**src/rtl/instr_mem_loader.sv**
```systemverilog
// Loadable synchronous instruction memory: filled through a valid/ready load port,
// then serves registered, stallable fetches with out-of-range/misalignment flagging.
module instr_mem_loader #(
  parameter int             N         = 32,
  parameter int             DEPTH     = 64,
  parameter int             ADDR_W    = 32,
  parameter bit             BYTE_ADDR = 1'b1,
  parameter logic [N-1:0]   NOP       = 32'h0000_0000
) (
  input  logic                       clk,
  input  logic                       rst_n,
  input  logic                       load_start,
  input  logic                       load_valid,
  input  logic [N-1:0]               load_data,
  input  logic                       load_last,
  output logic                       load_ready,
  output logic [$clog2(DEPTH):0]     load_count,
  output logic                       run,
  input  logic                       fetch_req,
  input  logic [ADDR_W-1:0]          fetch_addr,
  input  logic                       stall,
  output logic [N-1:0]               instr,
  output logic                       instr_valid,
  output logic                       addr_err
);

  localparam int AW = $clog2(DEPTH);
  localparam int CW = AW + 1;

  typedef enum logic [1:0] {IDLE = 2'd0, LOAD = 2'd1, RUN = 2'd2} state_e;

  state_e            state_q, state_d;
  logic [AW-1:0]     wptr_q, wptr_d;
  logic [CW-1:0]     load_count_q, load_count_d;
  logic [N-1:0]      instr_q, instr_d;
  logic              instr_valid_q, instr_valid_d;
  logic              addr_err_q, addr_err_d;
  logic              wr_en_s;
  logic [ADDR_W-1:0] fetch_idx_s;
  logic              fetch_bad_s;

  logic [N-1:0]      mem [DEPTH];

  // Word index and error decode for the current fetch address
  always_comb begin
    fetch_idx_s = BYTE_ADDR ? (fetch_addr >> 2) : fetch_addr;
    fetch_bad_s = (fetch_idx_s >= ADDR_W'(DEPTH)) ||
                  (BYTE_ADDR && (fetch_addr[1:0] != 2'b00));
  end

  // Next-state, load bookkeeping and fetch result
  always_comb begin
    state_d       = state_q;
    wptr_d        = wptr_q;
    load_count_d  = load_count_q;
    instr_d       = instr_q;
    instr_valid_d = 1'b0;
    addr_err_d    = 1'b0;
    wr_en_s       = 1'b0;
    case (state_q)
      IDLE: begin
        if (load_start) begin
          state_d      = LOAD;
          wptr_d       = {AW{1'b0}};
          load_count_d = {CW{1'b0}};
        end
      end
      LOAD: begin
        // A restart wins over a same-cycle data word, which is discarded
        if (load_start) begin
          wptr_d       = {AW{1'b0}};
          load_count_d = {CW{1'b0}};
        end else if (load_valid) begin
          wr_en_s      = 1'b1;
          wptr_d       = wptr_q + AW'(1'b1);
          load_count_d = load_count_q + CW'(1'b1);
          if (load_last || (wptr_q == AW'(DEPTH - 1))) begin
            state_d = RUN;
          end
        end
      end
      RUN: begin
        if (load_start) begin
          state_d      = LOAD;
          wptr_d       = {AW{1'b0}};
          load_count_d = {CW{1'b0}};
        end else if (stall) begin
          instr_valid_d = instr_valid_q;
          addr_err_d    = addr_err_q;
        end else if (fetch_req) begin
          instr_valid_d = 1'b1;
          addr_err_d    = fetch_bad_s;
          instr_d       = fetch_bad_s ? NOP : mem[fetch_idx_s[AW-1:0]];
        end
      end
      default: begin
        state_d = IDLE;
      end
    endcase
  end

  // Control and fetch-output registers
  always_ff @(posedge clk or negedge rst_n) begin
    if (!rst_n) begin
      state_q       <= IDLE;
      wptr_q        <= {AW{1'b0}};
      load_count_q  <= {CW{1'b0}};
      instr_q       <= NOP;
      instr_valid_q <= 1'b0;
      addr_err_q    <= 1'b0;
    end else begin
      state_q       <= state_d;
      wptr_q        <= wptr_d;
      load_count_q  <= load_count_d;
      instr_q       <= instr_d;
      instr_valid_q <= instr_valid_d;
      addr_err_q    <= addr_err_d;
    end
  end

  // Instruction array: never cleared, only loaded words change
  always_ff @(posedge clk) begin
    if (wr_en_s) begin
      mem[wptr_q] <= load_data;
    end
  end

  assign load_ready  = (state_q == LOAD);
  assign run         = (state_q == RUN);
  assign load_count  = load_count_q;
  assign instr       = instr_q;
  assign instr_valid = instr_valid_q;
  assign addr_err    = addr_err_q;

endmodule

```
**config.mk**
```make
export PLATFORM = sky130hd
export DESIGN_NAME = instr_mem_loader
export DESIGN_NICKNAME = d
export VERILOG_FILES = /design/src/rtl/instr_mem_loader.sv
export SDC_FILE = /design/constraint.sdc
export NUM_CORES = 2
export LEC_CHECK = 0
export CAP_MARGIN = 20
export CORE_UTILIZATION = 27
export CTS_BUF_LIST = sky130_fd_sc_hd__clkbuf_8
export CTS_CLUSTER_DIAMETER = 50
export DETAILED_ROUTE_END_ITERATION = 8
export GPL_TIMING_DRIVEN = 0
export HOLD_SLACK_MARGIN = 0.12
export PLACE_DENSITY = 0.41
export SYNTH_ARGS = -nofsm -noshare
export SYNTH_HDL_FRONTEND = slang
export SYNTH_SLANG_ARGS = --single-unit
```
**constraint.sdc**
```tcl
create_clock -name clk -period 4.8 [get_ports clk]
set_input_delay 1.44 -clock clk [delete_from_list [all_inputs] [get_ports clk]]
set_output_delay 1.44 -clock clk [all_outputs]
set_load 0.01 [all_outputs]
```
=== Word level (Yosys, flattened, before mapping) ===
Memories as Yosys holds them, arrays and structs flattened.
Cells that the tools add are included.

* Bits in writable memories: 2,048
* Word-level logic and storage cells: 57
* Memories kept: 1
* Flip-flop bits (word level): 49

{| class="wikitable"
|+ Memories
! memory !! words !! bits a word !! read ports !! clocked after Yosys merged registers in !! wr ports !! line !! RTL
|-
| mem || 64 || 32 || 1 || 0 || 1 || 42 || <nowiki>logic [N-1:0] mem [DEPTH];</nowiki>
|}

* Bitwise gates (word level): 2
* Equality and inequality tests: 9
* Order comparisons: 1
* Add/subtract/negate cells: 2
* Muxes and demuxes: 27
* Reductions and logical operators: 9

{| class="wikitable"
|+ Operator list
! operator !! number
|-
| 32-bit 2-to-1 mux || 1
|-
| 30-bit by 7-bit greater-or-equal comparator with 1-bit output (second input constant) || 1
|-
| 7-bit 2-to-1 mux || 3
|-
| 6-bit 2-to-1 mux || 3
|-
| 7-bit case mux with 2 select lines || 1
|-
| 1-bit 2-to-1 mux || 13
|-
| 6-bit case mux with 2 select lines || 1
|-
| 2-bit 2-to-1 mux || 4
|-
| 4-bit AND reduction || 2
|-
| 7-bit by 1-bit adder with 7-bit output (second input constant) || 1
|-
| 6-bit by 1-bit adder with 6-bit output (second input constant) || 1
|-
| 6-bit equality test (second input constant) || 1
|-
| 3-bit inequality test (second input constant) || 2
|-
| 2-bit by 1-bit inequality test with 1-bit output (second input constant) || 2
|-
| 2-bit inequality test (second input constant) || 2
|-
| 2-bit case mux with 2 select lines || 1
|-
| 2-bit nonzero test || 2
|-
| 3-bit AND reduction || 1
|-
| 2-bit by 1-bit equality test with 1-bit output (second input constant) || 1
|-
| 2-bit equality test (second input constant) || 1
|-
| 2-bit logical NOT || 1
|-
| 1-bit logical OR || 2
|-
| 1-bit NOT || 2
|-
| 2-bit OR reduction || 1
|}

=== Logic depth before layout (Yosys ltp) ===
* Depth after elaboration: 6
* Gate-level depth with buffers: 12

=== Worst setup path after synthesis ===
No wires, ideal clock.

* Kind: input-to-reg
* From: input port load_start
* To: memory mem[59][0], enable pin
* Stages: 5
* Setup slack: 0.777 ns
* Data required time: 4.379 ns
* Buffers on the path: 0
* Arrival time: 3.602 ns
* Library setup time: 0.421 ns
* Cells stage by stage: nor3b_1 > nand2_1 > nor2_1 > nand3_1 > nor2_1

* Cells in the longest elaborated chain, start to end: 4

{| class="wikitable"
|+ Ends and longest elaborated chain
! item !! line !! RTL
|-
| start, declared || 12 || <nowiki>input logic load_start,</nowiki>
|-
| 1-bit 2-to-1 mux || 70 || <nowiki>if (load_start) begin</nowiki>
|-
| 1-bit 2-to-1 mux || 60 || <nowiki>case (state_q)</nowiki>
|-
| 1-bit 2-to-1 mux || 123 || <nowiki>if (wr_en_s) begin</nowiki>
|-
| 1-bit 2-to-1 mux (not written as such) || 124 || <nowiki>mem[wptr_q] <= load_data;</nowiki>
|-
| end, declared || 42 ||
|}

Every way passes these cells.

=== Worst setup path in the final report ===
* From: input port load_start
* To: register instr_q[28], in the netlist instr[28]

* Cells in the longest elaborated chain, start to end: 2

{| class="wikitable"
|+ Ends and longest elaborated chain
! item !! line !! RTL
|-
| 1-bit NOT (no source line) || -- ||
|-
| 4-bit AND reduction (no source line) || -- ||
|-
| end signal, assigned || 115 || <nowiki>instr_q <= instr_d;</nowiki>
|-
| end, declared || 35 || <nowiki>logic [N-1:0] instr_q, instr_d;</nowiki>
|}

Every way passes these cells.
A chain may end at the register's enable or synchronous reset.

==> summary.txt <==
status: finished with violations
failing checks: setup timing
CP cell instances: clkdlybuf4s50_1 > or3b_1 > nor2_1 > nand4_1 > a2111oi_1 > or3_1
Synth cell types: 73
routed vias: 42,340
RSZ-0062 raised after global routing: no
total gr overflow: 0
DRT iter0 DRCs: 5,075
Slew @ Worst Pin: 1270 ps
fin worst setup slack: -16.47 ps
H-Tree Depth: 5
Setup-failing EPs final: 1
chip width: 548.8 um
CTS Buf Count: 369
top post-synthesis cells by area: edfxtp_1 (76%), mux4_2 (14%), dfrtp_1 (1.5%), mux2i_1 (1.2%), o22ai_1 (0.62%)
final WL: 294.7 mm
CTS max path bufs: 4
Yosys reg bits: 2,097
Post-synth EDFFs: 2,048
area of the die: 0.3011 sq mm
power per cell area: 393.0 mW/mm^2
initial antenna violation count: 27
slowest stage delay, CP: 1320 ps
Switching Share: 0.2365
crit path time final: 4816 ps
# hold bufs at CTS: 0
vias in the first global route: 43,190
post-route insts no fill: 8,465
ANT nets after route: 0
clock latency on the worst-skew pair: 1010 ps
Setup CP Type: in -> reg
CP top delay family: simple AND/OR/NAND/NOR gates
placed cells: 7,798
Max FO, Critical Path: 7
dpl hpwl: 202.2 mm
Core Rows: 200
maximum VDD drop: 0.2052 mV
post-synth top area cell: edfxtp_1
Crit. End Element: flop
die extent in y: 548.8 um
WP data required: 5690 ps
P&R area growth vs syn: 20.89%
GR Util met2: 0.3075
Yosys warning total: 0
Post-Place Setup Slack: -1547 ps
Leak: 31.00 nW
busiest metal layer after global routing: met2
Synth Cell Area: 0.08072 sq mm
Top Ports: 114
GP Congestion: 0.8010
DR pass1 iterations: 6
Buf/Inv on CP: 1
Cells after Synth: 3,591
syn_area_per_cell: 22.48 sq um
top-count cell post-synth: edfxtp_1
Slew HR: 0.1536
worst path arrival time: 5700 ps
critical path startpoint category: input pin
Root Driver: clkbuf_8
Final Hold Vio Count: 0
drt drc: 0
NetSw: 9.072 mW
final net count: 4,307
prevailing post-synth register cell: edfxtp_1
sequential fraction of the synthesis area: 0.7771
Hold Crit Class: in -> async
Max-cap violations: 0
Util after Layout: 0.3285
total power: 38.35 mW
slowest cell on the critical path: a2111oi_1
asr flop ratio synth: 0.02337
maximum clock frequency: 0.2076 GHz
Final period util: 1.003
Max Slew Vio Count: 0
top post-synthesis cells by count: edfxtp_1 (2,048), mux4_2 (493), nor2_1 (118), mux2i_1 (99), nand2_1 (84)
first-pass GRT wire length: 393.5 mm
Avg WL per Cell: 34.81 um
met1 Usage GRT: 0.2758
GR Util All Layers: 0.1936
largest net degree at the start of global routing: 65
layout cells sized above 1: 0.3065
internal power: 29.28 mW
starting density of the core: 0.2717
CTS tree: done
post-synth top area share: 0.7619
power share of the combinational group: 0.056
drt via density: 5.001
syn_nets: 3,664
clock skew: 72.75 ps
PortBufs: 110
M3 GR Usage: 0.03179
core area: 0.2970 sq mm
total clock sinks: 2,097
sequential share of power: 0.526
Clk pin slew, worst setup/hold paths: 60 ps
clock power share: 0.419
-- sequential cells by signal, indices dropped and copies added, names as in the netlist --
| register | cells |
|---|---|
| load_count | 7 |
| instr | 32 |
| state_q | 2 |
| instr_valid | 1 |
| mem | 2048 |
| wptr_q | 6 |
| addr_err | 1 |
-- area by class of cell --
class | count | area (sq um)
Buffer | 194 | 1400
Clock inverter | 264 | 1538
Inverter | 23 | 86.33
Antenna cell | 4 | 10.01
Timing Repair Buffer | 272 | 4419
Multi-Input combinational cell | 1277 | 17040
Clock buffer | 395 | 5436
Tap cell | 3939 | 4928
Sequential cell | 2097 | 62730
Fill cell | 28180 | 199500
-- power groups by stage --
stage / logic (mW) / registers, mW / clock network (mW)
after floorplan: 0.963 / 20.5 / 0
after global placement: 2.05 / 20.6 / 0
after global routing: 2.23 / 20.1 / 17.1
after detailed placement: 2.16 / 20.5 / 0
after CTS: 2.17 / 20.2 / 16.4
final: 2.15 / 20.2 / 16.1
-- metal layers --
layer	up-vias	wire, um
met1	23520	132500
met5	-	9
met4	2	7021
met2	1773	137400
li1	16680	-
met3	362	17750
-- logic make-up after synthesis --
family,Yosys count,synth area share
xor+xnor,8,0.0008681
flops,2097,0.7771
buf+inv,217,0.01823
mux,620,0.1558
fa+ha+maj,2,0.0003100
compound gates,273,0.02446
simple gates,374,0.02327
-- metrics by stage --
stage	setup TNS (ps)	hold WS [ps]	cell area, sq um
5_1_grt	0	315.1	97570
6_report	-16.47	381.5	97580
4_1_cts	0	300.1	97570
3_3_place_gp	-5936670	542.5	86750
3_5_place_dp	-188200	539.5	90520
2_1_floorplan	0	511.5	80720
-- worst paths after layout --
kind                            slack (ps)  depth (start not counted)       endpoint        from
max in group asynchronous             3670                          2  load_count[4]       rst_n
worst max register to register         610                          5      instr[28]  state_q[0]
worst min register to register         540                          2       addr_err    addr_err
worst max-delay path                   -20                          6      instr[28]  load_start
min in group clk                       540                          2       addr_err    addr_err
worst min-delay path                   380                          1       instr[2]       rst_n
-- repair_timing --
action / CTS / global route
endpoints found under the setup margin: 17 / 0
gates resized for setup: 11 / 0
hold endpoints to repair: 0 / 0
setup buffers: 4 / 0
-- cells in the final DEF, fill, tap and decap left out, types with 64 or more instances in the layout --
cell / Yosys / final
buf_12: 7 / 105
buf_2: 50 / 81
clkbuf_8: 0 / 395
clkdlybuf4s50_1: 0 / 77
clkinv_1: 14 / 102
edfxtp_1: 2048 / 2048
inv_1: 9 / 122
mux2i_1: 99 / 99
mux4_2: 493 / 493
nand2_1: 84 / 84
nor2_4: 0 / 64
o22ai_1: 80 / 80
Note: power is estimated with default switching activity, not from simulation.
